## src/rtl/ysyx_25040109_trap_ctrl.sv

```systemverilog
// rtl/ysyx_25040109_trap_ctrl.sv - trap/mret/CSR-write sequencer sharing the single CSR write port
module ysyx_25040109_trap_ctrl #(
  parameter int DATA_WIDTH = 32,
  parameter bit VEC_EN     = 1'b0
) (
  input  logic                  clk,
  input  logic                  rst,
  input  logic                  trap_valid,
  input  logic [DATA_WIDTH-1:0] trap_pc,
  input  logic [DATA_WIDTH-1:0] trap_cause,
  input  logic                  mret_valid,
  input  logic                  csrw_valid,
  input  logic [11:0]           csrw_addr,
  input  logic [DATA_WIDTH-1:0] csrw_data,
  output logic                  ready,
  output logic                  trap_ack,
  output logic                  mret_ack,
  output logic                  csrw_ack,
  output logic                  csr_we,
  output logic [11:0]           csr_addr,
  output logic [DATA_WIDTH-1:0] csr_wdata,
  input  logic [DATA_WIDTH-1:0] csr_rdata,
  input  logic [DATA_WIDTH-1:0] mtvec_in,
  input  logic [DATA_WIDTH-1:0] mepc_in,
  output logic                  redirect_valid,
  output logic [DATA_WIDTH-1:0] redirect_pc
);

  localparam logic [11:0] CSR_MSTATUS = 12'h300;
  localparam logic [11:0] CSR_MEPC    = 12'h341;
  localparam logic [11:0] CSR_MCAUSE  = 12'h342;

  typedef enum logic [2:0] {
    IDLE,
    T_MEPC,
    T_MCAUSE,
    T_MSTAT,
    M_MSTAT,
    CSRW,
    REDIR
  } state_t;

  state_t                state;
  logic [DATA_WIDTH-1:0] pc_q;
  logic [DATA_WIDTH-1:0] cause_q;
  logic [11:0]           addr_q;
  logic [DATA_WIDTH-1:0] data_q;
  logic                  mode_q;

  logic [DATA_WIDTH-1:0] tvec_base;
  logic                  vec_hit;
  logic [DATA_WIDTH-1:0] trap_target;
  logic [DATA_WIDTH-1:0] redir_target;
  logic [DATA_WIDTH-1:0] ms_trap;
  logic [DATA_WIDTH-1:0] ms_mret;

  assign ready    = (state == IDLE);
  assign trap_ack = ready & trap_valid;
  assign mret_ack = ready & mret_valid & ~trap_valid;
  assign csrw_ack = ready & csrw_valid & ~trap_valid & ~mret_valid;

  // Vectored offset is 4*cause[30:0], truncated to the PC width.
  assign tvec_base   = {mtvec_in[DATA_WIDTH-1:2], 2'b00};
  assign vec_hit     = VEC_EN && (mtvec_in[1:0] == 2'b01) && cause_q[DATA_WIDTH-1];
  assign trap_target = vec_hit ? (tvec_base + {cause_q[DATA_WIDTH-3:0], 2'b00}) : tvec_base;
  assign redir_target = mode_q ? trap_target : mepc_in;

  always_comb begin
    ms_trap        = csr_rdata;
    ms_trap[7]     = csr_rdata[3];
    ms_trap[3]     = 1'b0;
    ms_trap[12:11] = 2'b11;
    ms_mret        = csr_rdata;
    ms_mret[3]     = csr_rdata[7];
    ms_mret[7]     = 1'b1;
    ms_mret[12:11] = 2'b11;
  end

  always_comb begin
    csr_we    = 1'b0;
    csr_addr  = 12'h000;
    csr_wdata = '0;
    case (state)
      T_MEPC: begin
        csr_we    = 1'b1;
        csr_addr  = CSR_MEPC;
        csr_wdata = pc_q;
      end
      T_MCAUSE: begin
        csr_we    = 1'b1;
        csr_addr  = CSR_MCAUSE;
        csr_wdata = cause_q;
      end
      T_MSTAT: begin
        csr_we    = 1'b1;
        csr_addr  = CSR_MSTATUS;
        csr_wdata = ms_trap;
      end
      M_MSTAT: begin
        csr_we    = 1'b1;
        csr_addr  = CSR_MSTATUS;
        csr_wdata = ms_mret;
      end
      CSRW: begin
        csr_we    = 1'b1;
        csr_addr  = addr_q;
        csr_wdata = data_q;
      end
      default: ;
    endcase
  end

  always_ff @(posedge clk or negedge rst) begin
    if (!rst) begin
      state          <= IDLE;
      pc_q           <= '0;
      cause_q        <= '0;
      addr_q         <= 12'h000;
      data_q         <= '0;
      mode_q         <= 1'b0;
      redirect_valid <= 1'b0;
      redirect_pc    <= '0;
    end else begin
      case (state)
        IDLE: begin
          if (trap_valid || mret_valid || csrw_valid) begin
            pc_q    <= trap_pc;
            cause_q <= trap_cause;
            addr_q  <= csrw_addr;
            data_q  <= csrw_data;
            mode_q  <= trap_valid;
          end
          if (trap_valid)      state <= T_MEPC;
          else if (mret_valid) state <= M_MSTAT;
          else if (csrw_valid) state <= CSRW;
        end
        T_MEPC:   state <= T_MCAUSE;
        T_MCAUSE: state <= T_MSTAT;
        // mtvec/mepc are sampled here so earlier CSR writes are already visible.
        T_MSTAT, M_MSTAT: begin
          state          <= REDIR;
          redirect_valid <= 1'b1;
          redirect_pc    <= redir_target;
        end
        REDIR: begin
          state          <= IDLE;
          redirect_valid <= 1'b0;
        end
        CSRW:    state <= IDLE;
        default: state <= IDLE;
      endcase
    end
  end

endmodule

```

## config.mk

```make
export PLATFORM = sky130hd
export DESIGN_NAME = ysyx_25040109_trap_ctrl
export DESIGN_NICKNAME = d
export VERILOG_FILES = /design/src/rtl/ysyx_25040109_trap_ctrl.sv
export SDC_FILE = /design/constraint.sdc
export NUM_CORES = 1
export LEC_CHECK = 0
export ABC_AREA = 1
export ABC_CLOCK_PERIOD_IN_PS = 2600
export BUFFER_PORTS_ARGS = -buffer_cell sky130_fd_sc_hd__clkbuf_2
export CORE_MARGIN = 2
export CORE_UTILIZATION = 53
export DETAILED_ROUTE_END_ITERATION = 6
export GPL_ROUTABILITY_DRIVEN = 0
export PLACE_DENSITY = 0.95
export SLEW_MARGIN = 20
export SYNTH_ARGS = -nofsm -noshare
export SYNTH_HDL_FRONTEND = slang
export SYNTH_SLANG_ARGS = --single-unit
```

## constraint.sdc

```tcl
create_clock -name clk -period 2.6 [get_ports clk]
set_clock_uncertainty 0.1 [all_clocks]
set_input_delay 0.52 -clock clk [delete_from_list [all_inputs] [get_ports clk]]
set_output_delay 0.52 -clock clk [all_outputs]
set_load 0.05 [all_outputs]
```

; Word-level counts from Yosys, hierarchy flattened
; Cells that the tools add are included.
; W data, S select, Z words.
[classes]
add_sub_neg = 0
n_mul = 0
n_div = 0
order_cmp = 0
eq_ne = 7
n_shift = 0
n_mux = 9
bitwise = 8
reduce_logical = 7
[ops]
columns = op, n
row1 = $pmux W32 S5, 1
row2 = $pmux W12 S4, 1
row3 = $mux W32, 1
row4 = $pmux W3 S4, 1
row5 = $eq A3 B3 Y1 const B, 3
row6 = $mux W3, 3
row7 = $and A1 B1 Y1, 6
row8 = $eq A3 B2 Y1 const B, 2
row9 = $reduce_or A5 Y1, 1
row10 = $ne A4 B4 Y1 const B, 1
row11 = $eq A3 B1 Y1 const B, 1
row12 = $logic_not A3 Y1, 1
row13 = $logic_or A1 B1 Y1, 2
row14 = $not A1 Y1, 2
row15 = $pmux W1 S2, 1
row16 = $reduce_and A2 Y1, 1
row17 = $reduce_bool A2 Y1, 1
row18 = $reduce_or A2 Y1, 1
row19 = $mux W1, 1
[word_totals]
reg_bits = 145
latchBits = 0
mem_bits_rw = 0
romBits = 0
in_bits = 209
out_inout_bits = 82
word_cells = 39
memories = 0

; Depth between registers and ports, before layout
[depth]
word_depth = 4
ltp_mapped = 9

; Worst setup path before layout
; OpenSTA, ideal clock, no wires.
[synth_timing]
path_type = reg-to-output
startpoint = register state[0]
endpoint = output csrw_ack
arrival_time_ns = 2.154
slack_ns = -0.174
path_stages_with_launch = 5
path_buffers = 1
cell_sequence = dfrtp_1 buf_6 nor2_4 nand2_4 nor4_1
[synth_between]
elab_chain_cells = 4
[synth_lines]
columns = item, line_no
row1 = from (decl), 43  ; state_t state;
row2 = from (signal assigned), 115  ; state <= IDLE;
row3 = from (signal assigned), 133  ; if (trap_valid) state <= T_MEPC;
row4 = from (signal assigned), 134  ; else if (mret_valid) state <= M_MSTAT;
row5 = $logic_not A3 Y1, 57  ; assign ready = (state == IDLE);
row6 = $and A1 B1 Y1 (3 in series), 60  ; assign csrw_ack = ready & csrw_valid & ~trap_valid & ~mret_valid;
row7 = to (decl), 18  ; output logic csrw_ack,
; No other way between the ends.

; Worst setup path after layout
[layout_timing]
startpoint = register state[0]
endpoint = output csr_wdata[23]
[layout_between]
elab_chain_cells = 2
word_cells_on_any_way = 6
cone_classes = eq/ne (5) / mux (1)
[layout_lines]
columns = item, line_no
row1 = "$eq A3 B3 Y1, or another cell as far along", 83  ; case (state)
row2 = $pmux W32 S5 (*), 83
row3 = to (decl), 21  ; output logic [DATA_WIDTH-1:0] csr_wdata,
; Every way passes the cells marked *; elsewhere a longest branch is shown, timed or not.

==> impl_metrics.toml <==
[power_and_ir_drop]
switching_share_pct = 50.2
clock_power_share_pct = 15.5
ir_drop_uv = 1200
p_per_area_nw_per_um2 = 1500
p_int_w = 0.00734
seqPwrFrac_pct = 27.1
power_leakage_nw = 5.77
p_switching_w = 0.00739
p_total_w = 0.0147
p_comb_share_pct = 57.4

[sta]
report.final.slew_viol_count = 0
fin_crit_sh_pct = 97.2
setup_viol = 0
worst_pin_slew_ns = 0.899
rsz0062_at_grt = "true"
finalHoldViolCount = 0
max_slew_margin_pct = 40.0
finalCriticalPeriod_ns = 2.53
clock.fmax_mhz = 396
whs_ns = 0.0188
fin_ws_ns = 0.0732

[clock_tree]
cts_tree = "built"
hold_buffers = 0
htreeDepth = 4
numClockSinks = 145
clk_latency_ns = 0.42
clk_pin_slew_worst_paths_ns = 0.06
cts_root_buf = "clkbuf_16"
cts_max_path_buffers = 2
cts_buffers = 17

[floorplanning]
dieArea_sq_um = 15000
fp.coreArea_sq_um = 13800
num_rows = 43
start_util_pct = 53.9
io_pins = 291
die_y_um = 123
die_w_um = 123

[routing]
first_pass_iters = 5
vias = 7768
wire_per_inst_um = 14.6
drt_iter0_drc = 555
vias_per_cell = 5.16
ant_nets = 0
wirelength_um = 22000
drc = 0

[placed_design]
pre_cts_ws_ns = 0.218
io_buffers = 286
place_area_sq_um = 9130
dp.cells = 1463
hpwl_um = 15500

[worst_hold_path]
holdCritPathClass = "in -> async"

[synth]
synth_top_cell_area_share_pct = 48.7
ys_seq_area_share_pct = 48.7
yosys.area.top_type = "dfrtp_1"
synth_area_leaders = "dfrtp_1 49%, nand2_1 22%, nand3_1 12%"
netlist_area_sq_um = 7450
syn_nets = 1250
synth_area_per_cell_sq_um = 7.15
netlist_instances = 1041
synth_cell_types = 19
ys_seq_elements = 145
yosys_warnings = 0

[final_layout]
drive_above_1_share_pct = 27.4
layout_common_cells = "440 x nand2_1, 254 x clkbuf_2, 175 x nand3_1, 142 x dfrtp_1, 106 x nor2_1"
instances_no_fill = 1504
final_common_cell = "nand2_1"
finalNetCount = 1520
fin_area_sq_um = 9850
area_delta_synth_final_pct = 32.2

[grt]
grt_max_degree = 84
grt_pass1_wl_um = 34100
antenna_found_initial = 1
grt_pass1_vias = 7215
grt_use_total_pct = 29.5
overflow = 0

[worst_setup_path]
cpMaxStageDelayCell = "dfrtp_2"
cpMostUsedCell = "nand2_2"
crit_start = "state[0]"
crit_end = "csr_wdata[23]"
r2r_setup_slack_ns = 0.80
rr_endpoint = "cause_q[28]"
critical_path_class = "reg -> out"
rr_worst_depth = 7
worstPathRequired_ns = 1.98
timing.rr.start = "state[0]"
crit_chain = "nor2_4 -> nand2_2 -> nand2_2 -> buf_12 -> nand2_1 -> nand3_1 -> clkbuf_2"
crit_arrival_ns = 1.91
worst_path_largest_cell_delay_ns = 0.49
start_kind = "flop"
worst_setup_path_end_kind = "output pin"
cp_max_fo = 33

[run_status]
status = "finished, final reports clean"

[run]
max_cap_violations = 0
## synth_stat cells, drive strengths merged
master and instances:
o21ai 6, nand2 447, clkbuf 21, buf 45, inv 83, nand3 178, nor2 109, nand4 1
dfrtp 145, nor3 1, a21oi 4, nor4 1
## registers in the layout (all words and copies together) (netlist names)
register	flops
cause_q	32
data_q	32
pc_q	32
redirect_pc	32
addr_q	12
state	3
mode_q	1
redirect_valid	1
## layout make-up
class / count / area [sq um]
repair buffers: 317 / 1990
clock inverters: 5 / 52.6
diodes: 1 / 2.50
well taps: 180 / 225
multi-input cells: 747 / 3130
fillers: 1039 / 3980
clock buffers: 26 / 499
inverters: 83 / 318
flip-flops and latches: 145 / 3630
## critical path, delay by kind of cell (launching register included)
kind	cells	cell delay [ns]
buf+inv	2	0.48
flops	1	0.49
simple gates	5	0.50
## cells by family (layout without fill, tap and decap cells)
group | count (synthesis) | count (layout) | share of synthesized area [%]
other | 0 | 1 | 0
AO/OA/AOI/OAI | 10 | 10 | 0.672
AND/OR/NAND/NOR | 737 | 737 | 40.7
buffers and inverters | 149 | 431 | 9.88
flip-flops | 145 | 145 | 48.7
## layer usage
| metal | vias up | GRT usage, % | wire [um] |
|---|---|---|---|
| met5 | - | 0 | 0 |
| met4 | 0 | 17.1 | 915 |
| met3 | 65 | 8.88 | 1970 |
| met2 | 378 | 49.2 | 10800 |
| met1 | 3581 | 33.5 | 8250 |
| li1 | 3744 | - | - |
## stage by stage
| stage | TNS [ns] | utilization [%] |
|---|---|---|
| final | 0 | 71.2 |
| after global routing | -0.0199 | 71.2 |
| after CTS | 0 | 70.3 |
| after detailed placement | 0 | 66.0 |
| after global placement | 0 | 66.0 |
| after floorplan | 0 | - |
## worst min path at each step
stage	from	to	slack, ns	depth (start not counted)
floorplan	rst	addr_q[0]	0.12	0
global placement	pc_q[16]	pc_q[16]	0.35	2
detailed placement	pc_q[0]	pc_q[0]	0.36	2
CTS	rst	cause_q[20]	0.04	1
global route	rst	pc_q[20]	0.07	1
finish	rst	pc_q[20]	0.02	1
## power groups by stage
stage	clock, W	combinational [W]	sequential, W
2_1_floorplan	0	0.00517	0.00467
3_3_place_gp	0	0.00792	0.00394
3_5_place_dp	0	0.00814	0.00400
4_1_cts	0.00231	0.00825	0.00398
5_1_grt	0.00243	0.00916	0.00411
6_report	0.00228	0.00846	0.00399
## what timing repair did
item	4_1_cts	5_1_grt
buffers inserted	2	7
pin swaps	0	3
gates resized for setup	9	41
endpoints found under the setup margin	43	33
Note: power is estimated with default switching activity, not from simulation.
